## src/rtl/mem_bus_arbiter_pkg.sv

```systemverilog
// Shared types for the I/D memory bus arbiter.
// The optional anti-starvation feature is enabled with the MEM_ARB_FAIR_EN macro.
package mem_bus_arbiter_pkg;

  localparam int unsigned ADDR_W = 32;
  localparam int unsigned DATA_W = 32;
  localparam int unsigned CNT_W  = 4;

  localparam logic [1:0] SIZE_WORD = 2'b10;

  typedef enum logic [1:0] {ARB_IDLE, ARB_REQ, ARB_WAIT} arb_state_t;
  typedef enum logic [1:0] {OWN_NONE, OWN_I, OWN_D} arb_owner_t;

  typedef struct packed {
    logic              wr;
    logic [1:0]        size;
    logic [ADDR_W-1:0] addr;
    logic [DATA_W-1:0] wdata;
  } mem_req_t;

  // Pipeline-facing stall view packed by the CPU top.
  typedef struct packed {
    logic imem_busy;
    logic dmem_busy;
  } busy_ok_t;

endpackage

```

## src/rtl/mem_arb_picker.sv

```systemverilog
// Combinational I/D grant with D priority; with MEM_ARB_FAIR_EN defined, a
// starvation counter forces an I grant after STARVE_LIMIT consecutive D grants.
module mem_arb_picker
  import mem_bus_arbiter_pkg::*;
#(
  parameter int unsigned STARVE_LIMIT = 4
) (
  input  logic clk,
  input  logic rst,
  input  logic i_arb_en,
  input  logic i_fetch_req,
  input  logic i_ls_req,
  output logic o_grant_i_c,
  output logic o_grant_d_c
);

`ifdef MEM_ARB_FAIR_EN
  logic [CNT_W-1:0] r_starve_cnt;
  logic             w_force_i;

  assign w_force_i   = (r_starve_cnt >= CNT_W'(STARVE_LIMIT));
  assign o_grant_i_c = i_arb_en && i_fetch_req && (!i_ls_req || w_force_i);
  assign o_grant_d_c = i_arb_en && i_ls_req && !o_grant_i_c;

  // Counts D grants that left a fetch waiting; any I grant or idle fetch side clears it.
  always_ff @(posedge clk or posedge rst) begin
    if (rst) begin
      r_starve_cnt <= '0;
    end else if (i_arb_en) begin
      if (!i_fetch_req || o_grant_i_c) begin
        r_starve_cnt <= '0;
      end else if (o_grant_d_c) begin
        r_starve_cnt <= r_starve_cnt + CNT_W'(1);
      end
    end
  end
`else
  logic w_unused;

  assign w_unused    = ^{clk, rst, CNT_W'(STARVE_LIMIT)};
  assign o_grant_i_c = i_arb_en && i_fetch_req && !i_ls_req;
  assign o_grant_d_c = i_arb_en && i_ls_req;
`endif

endmodule

```

## src/rtl/mem_bus_arbiter.sv

```systemverilog
// Shares one SRAM-like bus between fetch (I) and load/store (D), one transaction at a time.
// Define MEM_ARB_FAIR_EN to bound how long D may starve a pending fetch.
module mem_bus_arbiter
  import mem_bus_arbiter_pkg::*;
#(
  parameter int unsigned STARVE_LIMIT = 4
) (
  input  logic        clk,
  input  logic        rst,
  input  logic        i_req,
  input  logic [31:0] i_addr,
  output logic [31:0] i_rdata,
  output logic        i_done,
  input  logic        d_req,
  input  logic        d_wr,
  input  logic [1:0]  d_size,
  input  logic [31:0] d_addr,
  input  logic [31:0] d_wdata,
  output logic [31:0] d_rdata,
  output logic        d_done,
  output logic        bus_req,
  output logic        bus_wr,
  output logic [1:0]  bus_size,
  output logic [31:0] bus_addr,
  output logic [31:0] bus_wdata,
  input  logic        bus_addr_ok,
  input  logic        bus_data_ok,
  input  logic [31:0] bus_rdata,
  output logic        imem_busy,
  output logic        dmem_busy
);

  arb_state_t r_state;
  arb_owner_t r_owner;
  mem_req_t   r_bus;
  logic       r_bus_req;

  logic       w_arb_en;
  logic       w_grant_i;
  logic       w_grant_d;
  logic       w_data_done;
  mem_req_t   w_i_fields;
  mem_req_t   w_d_fields;

  assign w_arb_en = (r_state == ARB_IDLE);

  mem_arb_picker #(
    .STARVE_LIMIT(STARVE_LIMIT)
  ) u_picker (
    .clk        (clk),
    .rst        (rst),
    .i_arb_en   (w_arb_en),
    .i_fetch_req(i_req),
    .i_ls_req   (d_req),
    .o_grant_i_c(w_grant_i),
    .o_grant_d_c(w_grant_d)
  );

  // Candidate bus payloads; fetch is always a word read.
  always_comb begin
    w_i_fields       = '0;
    w_i_fields.size  = SIZE_WORD;
    w_i_fields.addr  = i_addr;
    w_d_fields.wr    = d_wr;
    w_d_fields.size  = d_size;
    w_d_fields.addr  = d_addr;
    w_d_fields.wdata = d_wdata;
  end

  always_ff @(posedge clk or posedge rst) begin
    if (rst) begin
      r_state   <= ARB_IDLE;
      r_owner   <= OWN_NONE;
      r_bus     <= '0;
      r_bus_req <= 1'b0;
    end else begin
      case (r_state)
        ARB_IDLE: begin
          if (w_grant_d) begin
            r_owner   <= OWN_D;
            r_bus     <= w_d_fields;
            r_bus_req <= 1'b1;
            r_state   <= ARB_REQ;
          end else if (w_grant_i) begin
            r_owner   <= OWN_I;
            r_bus     <= w_i_fields;
            r_bus_req <= 1'b1;
            r_state   <= ARB_REQ;
          end
        end
        ARB_REQ: begin
          if (bus_addr_ok) begin
            r_bus_req <= 1'b0;
            r_bus     <= '0;
            r_state   <= ARB_WAIT;
          end
        end
        ARB_WAIT: begin
          if (bus_data_ok) begin
            r_owner <= OWN_NONE;
            r_state <= ARB_IDLE;
          end
        end
        default: begin
          r_owner   <= OWN_NONE;
          r_bus_req <= 1'b0;
          r_state   <= ARB_IDLE;
        end
      endcase
    end
  end

  // Completion is steered to the owner in the data-phase cycle so stalls release without delay.
  assign w_data_done = (r_state == ARB_WAIT) && bus_data_ok;
  assign i_done      = w_data_done && (r_owner == OWN_I);
  assign d_done      = w_data_done && (r_owner == OWN_D);
  assign i_rdata     = i_done ? bus_rdata : '0;
  assign d_rdata     = d_done ? bus_rdata : '0;

  assign imem_busy = i_req && !i_done;
  assign dmem_busy = d_req && !d_done;

  assign bus_req   = r_bus_req;
  assign bus_wr    = r_bus.wr;
  assign bus_size  = r_bus.size;
  assign bus_addr  = r_bus.addr;
  assign bus_wdata = r_bus.wdata;

  a_no_early_data: assert property (@(posedge clk) disable iff (rst)
    !((r_state == ARB_REQ) && bus_data_ok));

  a_i_req_held: assert property (@(posedge clk) disable iff (rst)
    ((r_state != ARB_IDLE) && (r_owner == OWN_I)) |-> i_req);

  a_d_req_held: assert property (@(posedge clk) disable iff (rst)
    ((r_state != ARB_IDLE) && (r_owner == OWN_D)) |-> d_req);

endmodule

```

## config.mk

```make
export PLATFORM = sky130hd
export DESIGN_NAME = mem_bus_arbiter
export DESIGN_NICKNAME = d
export VERILOG_FILES = /design/src/rtl/mem_bus_arbiter_pkg.sv /design/src/rtl/mem_arb_picker.sv /design/src/rtl/mem_bus_arbiter.sv
export SDC_FILE = /design/constraint.sdc
export NUM_CORES = 1
export LEC_CHECK = 0
export CELL_PAD_IN_SITES_DETAIL_PLACEMENT = 1
export CELL_PAD_IN_SITES_GLOBAL_PLACEMENT = 1
export CORE_MARGIN = 2
export CORE_UTILIZATION = 21
export DETAILED_ROUTE_END_ITERATION = 7
export PLACE_DENSITY_LB_ADDON = 0.15
export REMOVE_ABC_BUFFERS = 1
export SYNTH_ARGS = -nofsm -noshare
export SYNTH_HDL_FRONTEND = slang
export SYNTH_SLANG_ARGS = --single-unit
```

## constraint.sdc

```tcl
create_clock -name clk -period 2.78 [get_ports clk]
set_input_delay 0.834 -clock clk [delete_from_list [all_inputs] [get_ports clk]]
set_output_delay 0.834 -clock clk [all_outputs]
set_load 0.005 [all_outputs]
```

==> results_tabular.tex, run 1 <==
\begin{tabular}{lr}
\hline
Metric & Value \\
\hline
\multicolumn{2}{l}{\textbf{Job}} \\
\quad Maximum capacitance violations & 0 \\
\multicolumn{2}{l}{\textbf{Finish}} \\
\quad Area overhead of the layout relative to synthesis & 103\% \\
\quad Number of inserted filler cells in the final layout & $\sim$1800 \\
\quad Post-route core utilization & a little over two fifths \\
\quad Net count of the finished layout & 778 \\
\quad Share of layout cells above drive strength 1 & approximately a quarter \\
\quad N\_diodes & 0 \\
\multicolumn{2}{l}{\textbf{STA}} \\
\quad Pin slew with the least headroom to its limit & about 650 ps \\
\quad Rel. slew slack & 56.3\% \\
\quad Hold slack final & 501 ps \\
\quad Count of endpoints failing setup in the final report & 32 \\
\quad Highest clock frequency the design can meet & 0.346 GHz \\
\quad Final hold violation count & 0 \\
\quad Post-layout min period & 2890 ps \\
\quad Worst setup slack after layout & -109 ps \\
\quad Number of max-slew violations in the final report & 0 \\
\quad RSZ-0062 raised after global routing & yes \\
\quad Ratio of final minimum period to clock period & 104\% \\
\quad Setup skew after layout & 3.70 ps \\
\multicolumn{2}{l}{\textbf{Setup path}} \\
\quad Cells along the critical path & buf\_6 > nand3b\_1 > buf\_4 > nor3b\_4 > buf\_12 > buf\_12 > buf\_16 > buf\_8 > and2\_4 > buf\_6 \\
\quad Critical path data required time & 1950 ps \\
\quad Critical Setup Path Class & input pin to output pin \\
\quad Critical Path Source Type & input pin \\
\quad R2r setup slk & 1160 ps \\
\quad Capture point of the worst path & d\_rdata[8] \\
\quad Kind of cell adding the most delay to the critical path & buffers and inverters \\
\quad Crit path largest cell delay & 210 ps \\
\quad Element type at the critical path end & output pin \\
\quad Worst path buffer plus inverter count & 7 \\
\quad Slowest-stage cell, CP & nor3b\_4 \\
\quad Crit Reg-Reg Endpoint & bus\_wdata[2] \\
\quad CP startpoint & bus\_data\_ok \\
\quad Logic depth of the worst path, buffers included & 10 \\
\quad Data arrival time of the critical path & 2060 ps \\
\quad Launch point of the worst reg-to-reg path & r\_state[0] \\
\quad Maximum fanout along the worst path & 5 \\
\quad Number of cells traversed by the worst register-to-register path & 5 \\
\multicolumn{2}{l}{\textbf{Logic synthesis}} \\
\quad Post-synthesis share of cell area spent on full adders, half adders and majority gates & 0\% \\
\quad Synthesis Warnings & 0 \\
\quad Post-synthesis area per instance & 9.85 um\^{}2 \\
\quad Fraction of post-synthesis cell area in the top cell type by area & 50.8\% \\
\quad Dominant combinational cell family by area after synthesis & compound AO/OA/AOI/OAI gates \\
\quad Cells taking the most area after synthesis & dfrtp\_1 51\%, a22o\_1 17\%, and2\_1 11\%, nand2\_1 6.7\%, o21ai\_1 3.1\% \\
\quad Number of enable-type register cells in the synthesized netlist & 0 \\
\quad Flop and latch count out of synthesis & 72 \\
\quad Post-synthesis simple-gate area fraction & 20.5\% \\
\quad Cells after synthesis & 360 \\
\quad Most used standard cell by instance count after synthesis & dfrtp\_1 \\
\quad Mux cell area share after synthesis & 0\% \\
\quad Share of flip-flops with an asynchronous set or reset after synthesis & 100\% \\
\quad Xor-xnor portion of the synthesized cell area & 0\% \\
\quad Post-synthesis compound-gate area fraction & 23.4\% \\
\quad Share of synthesized area occupied by flip-flops and latches & 50.8\% \\
\quad Dominant register cell in the synthesized netlist & dfrtp\_1 \\
\quad Count of cell types in the netlist & 26 \\
\quad Most frequent cells after synthesis & 72 x dfrtp\_1, 68 x a22o\_1, 64 x and2\_1 \\
\quad Netlist area before placement & 0.00355 mm\^{}2 \\
\quad Synth area leader & dfrtp\_1 \\
\multicolumn{2}{l}{\textbf{Power and ir drop}} \\
\quad PD cells & roughly 800 mW/mm\^{}2 \\
\quad Leakage Power & 3.26 nW \\
\quad Worst IR drop on VDD & 0.351 mV \\
\multicolumn{2}{l}{\textbf{Global routing}} \\
\quad Global-route usage over all layers & 17.3\% \\
\quad Via count of the first global-routing pass & 4265 \\
\quad Wire length of the first global-routing pass & 24000 um \\
\quad Antenna violations before repair & 0 \\
\quad Final global-route overflow total & 0 \\
\quad Maximum number of pins on one net before global-route repair & 69 \\
\multicolumn{2}{l}{\textbf{Clock network}} \\
\quad Clock sink count & 72 \\
\quad Cts bufs inserted & 9 \\
\quad Clock slew seen by the registers of the worst setup and hold paths & 60 ps \\
\quad Count of H-tree levels built during CTS & 3 \\
\quad Clk Latency, worst-skew pair & 330 ps \\
\quad Clock tree from TritonCTS & done \\
\quad Deepest clock path buffer count & 2 \\
\quad Clock Tree Root & clkbuf\_16 \\
\multicolumn{2}{l}{\textbf{Floorplan}} \\
\quad Floorplan die area & approximately 0.018 mm\^{}2 \\
\quad Ports & 273 \\
\quad Number of placement rows & between 40 and 50 \\
\quad Area of the core & 0.0165 mm\^{}2 \\
\quad Die H & 134 um \\
\quad Starting density of the core & 21.5\% \\
\quad Width of the die & 134 um \\
\multicolumn{2}{l}{\textbf{Hold path}} \\
\quad Worst hold path startpoint & bus\_addr[11] \\
\quad Worst hold path type & flop to flop \\
\multicolumn{2}{l}{\textbf{Detailed routing}} \\
\quad Metal-1 WL & 6180 um \\
\quad Router iterations before antenna repair & 4 \\
\quad Topmost layer with routed signal wires & met4 \\
\quad Total DRC errors in the routed layout & 0 \\
\quad Count of antenna-violating nets left after detailed routing & 0 \\
\quad Average wire per cell in the routed design & 18.3 um \\
\quad Number of DRC markers in iteration 0 & 144 \\
\quad Number of vias per cell & 4.47 \\
\quad DRT Wirelength & approximately 16000 um \\
\quad Vias & 3866 \\
\quad Met3 layer wire length in the routed design & 950 um \\
\quad Met2 routed wirelength & 8410 um \\
\multicolumn{2}{l}{\textbf{Run status}} \\
\quad Outcome & finished, violations left \\
\quad Failing checks & negative setup slack \\
\multicolumn{2}{l}{\textbf{Placement}} \\
\quad HPWL after detailed placement & 11400 um \\
\quad Port Buffers & around 270 \\
\quad Routability Congestion & 0.753 \\
\hline
\end{tabular}
-- how the worst min path moves through the flow --
stage                               end  slack [ps]  depth (start not counted)
after floorplan             bus_size[0]         500                          1
after global placement     bus_addr[23]         490                          1
after detailed placement  bus_wdata[19]         490                          1
after CTS                 bus_wdata[10]         510                          1
after global routing      bus_wdata[10]         520                          1
final                      bus_addr[11]         500                          1
-- logic make-up after synthesis --
group	after synthesis
buffers and inverters	38
DFF	72
AOI/OAI and AO/OA	110
and+or+nand+nor	140
-- layer usage --
metal,GRT usage (%),vias to the layer above
met5,0,-
met1,19.6,1895
met4,5.91,0
met3,3.59,15
met2,32.2,144
li1,-,1812
-- registers in the layout, indices dropped and copies added, names as in the netlist --
name / flops
r_state: 2
bus_wdata: 32
bus_addr: 32
bus_wr: 1
bus_req: 1
r_owner: 2
bus_size: 2
-- cells in the final DEF, fill, tap and decap left out, drive strengths merged, types with 3 or more instances in the layout --
cell,instances
a22o,68
and2,64
buf,97
clkbuf,13
clkdlybuf4s50,202
clkinv,4
dfrtp,72
inv,4
nand2,63
nor2,4
nor3b,3
o21ai,33
-- through the flow --
step | instance area, um^2 | TNS, ps | setup slack (ps) | power [mW] | std cells
final | 7190 | -2080 | -109 | 5.59 | 865
after global routing | 7190 | -5020 | -167 | 5.96 | 865
after CTS | 6900 | -1110 | -86.9 | 5.65 | 864
after detailed placement | 6550 | -47260 | -737 | 4.40 | 832
after global placement | 6550 | -42910 | -704 | 4.35 | 832
after floorplan | 3380 | -630 | -19.7 | 2.67 | 328
-- layout make-up --
type / count / area, um^2 / share of cell area, %
repair buffers: 302 / 3100 / 43.1
flip-flops and latches: 72 / 1800 / 25.1
multi-input cells: 250 / 1700 / 23.6
well taps: 220 / 275 / 3.83
clock buffers: 11 / 243 / 3.38
clock inverters: 4 / 55.1 / 0.765
inverters: 6 / 23.8 / 0.331
-- timing repair --
| action | CTS | global route |
|---|---|---|
| setup endpoints to repair | 68 | 64 |
| gates cloned | 5 | 1 |
| pin swaps | 5 | 26 |
| setup buffers | 12 | 3 |
| gates resized for setup | 283 | 100 |
| hold buffers | 0 | 0 |
| hold endpoints to repair | 0 | 0 |
-- power by group --
part / switching (mW) / leakage [nW] / internal (mW)
registers: 0.279 / 0.939 / 1.54
clock network: 0.436 / 0.142 / 0.717
logic: 1.03 / 2.17 / 1.60
total: 1.74 / 3.26 / 3.85
Power figures use the tool's default switching activity.
==> run 2, diff against run 1 <==
--- a/config.mk
+++ b/config.mk
@@ -5,6 +5,7 @@
 export SDC_FILE = /design/constraint.sdc
 export NUM_CORES = 1
 export LEC_CHECK = 0
+export CAP_MARGIN = 20
 export CELL_PAD_IN_SITES_DETAIL_PLACEMENT = 1
 export CELL_PAD_IN_SITES_GLOBAL_PLACEMENT = 1
 export CORE_MARGIN = 2
==> results of run 2 <==
Same layout as run 1: the final DEF is identical, and so are final timing and power.
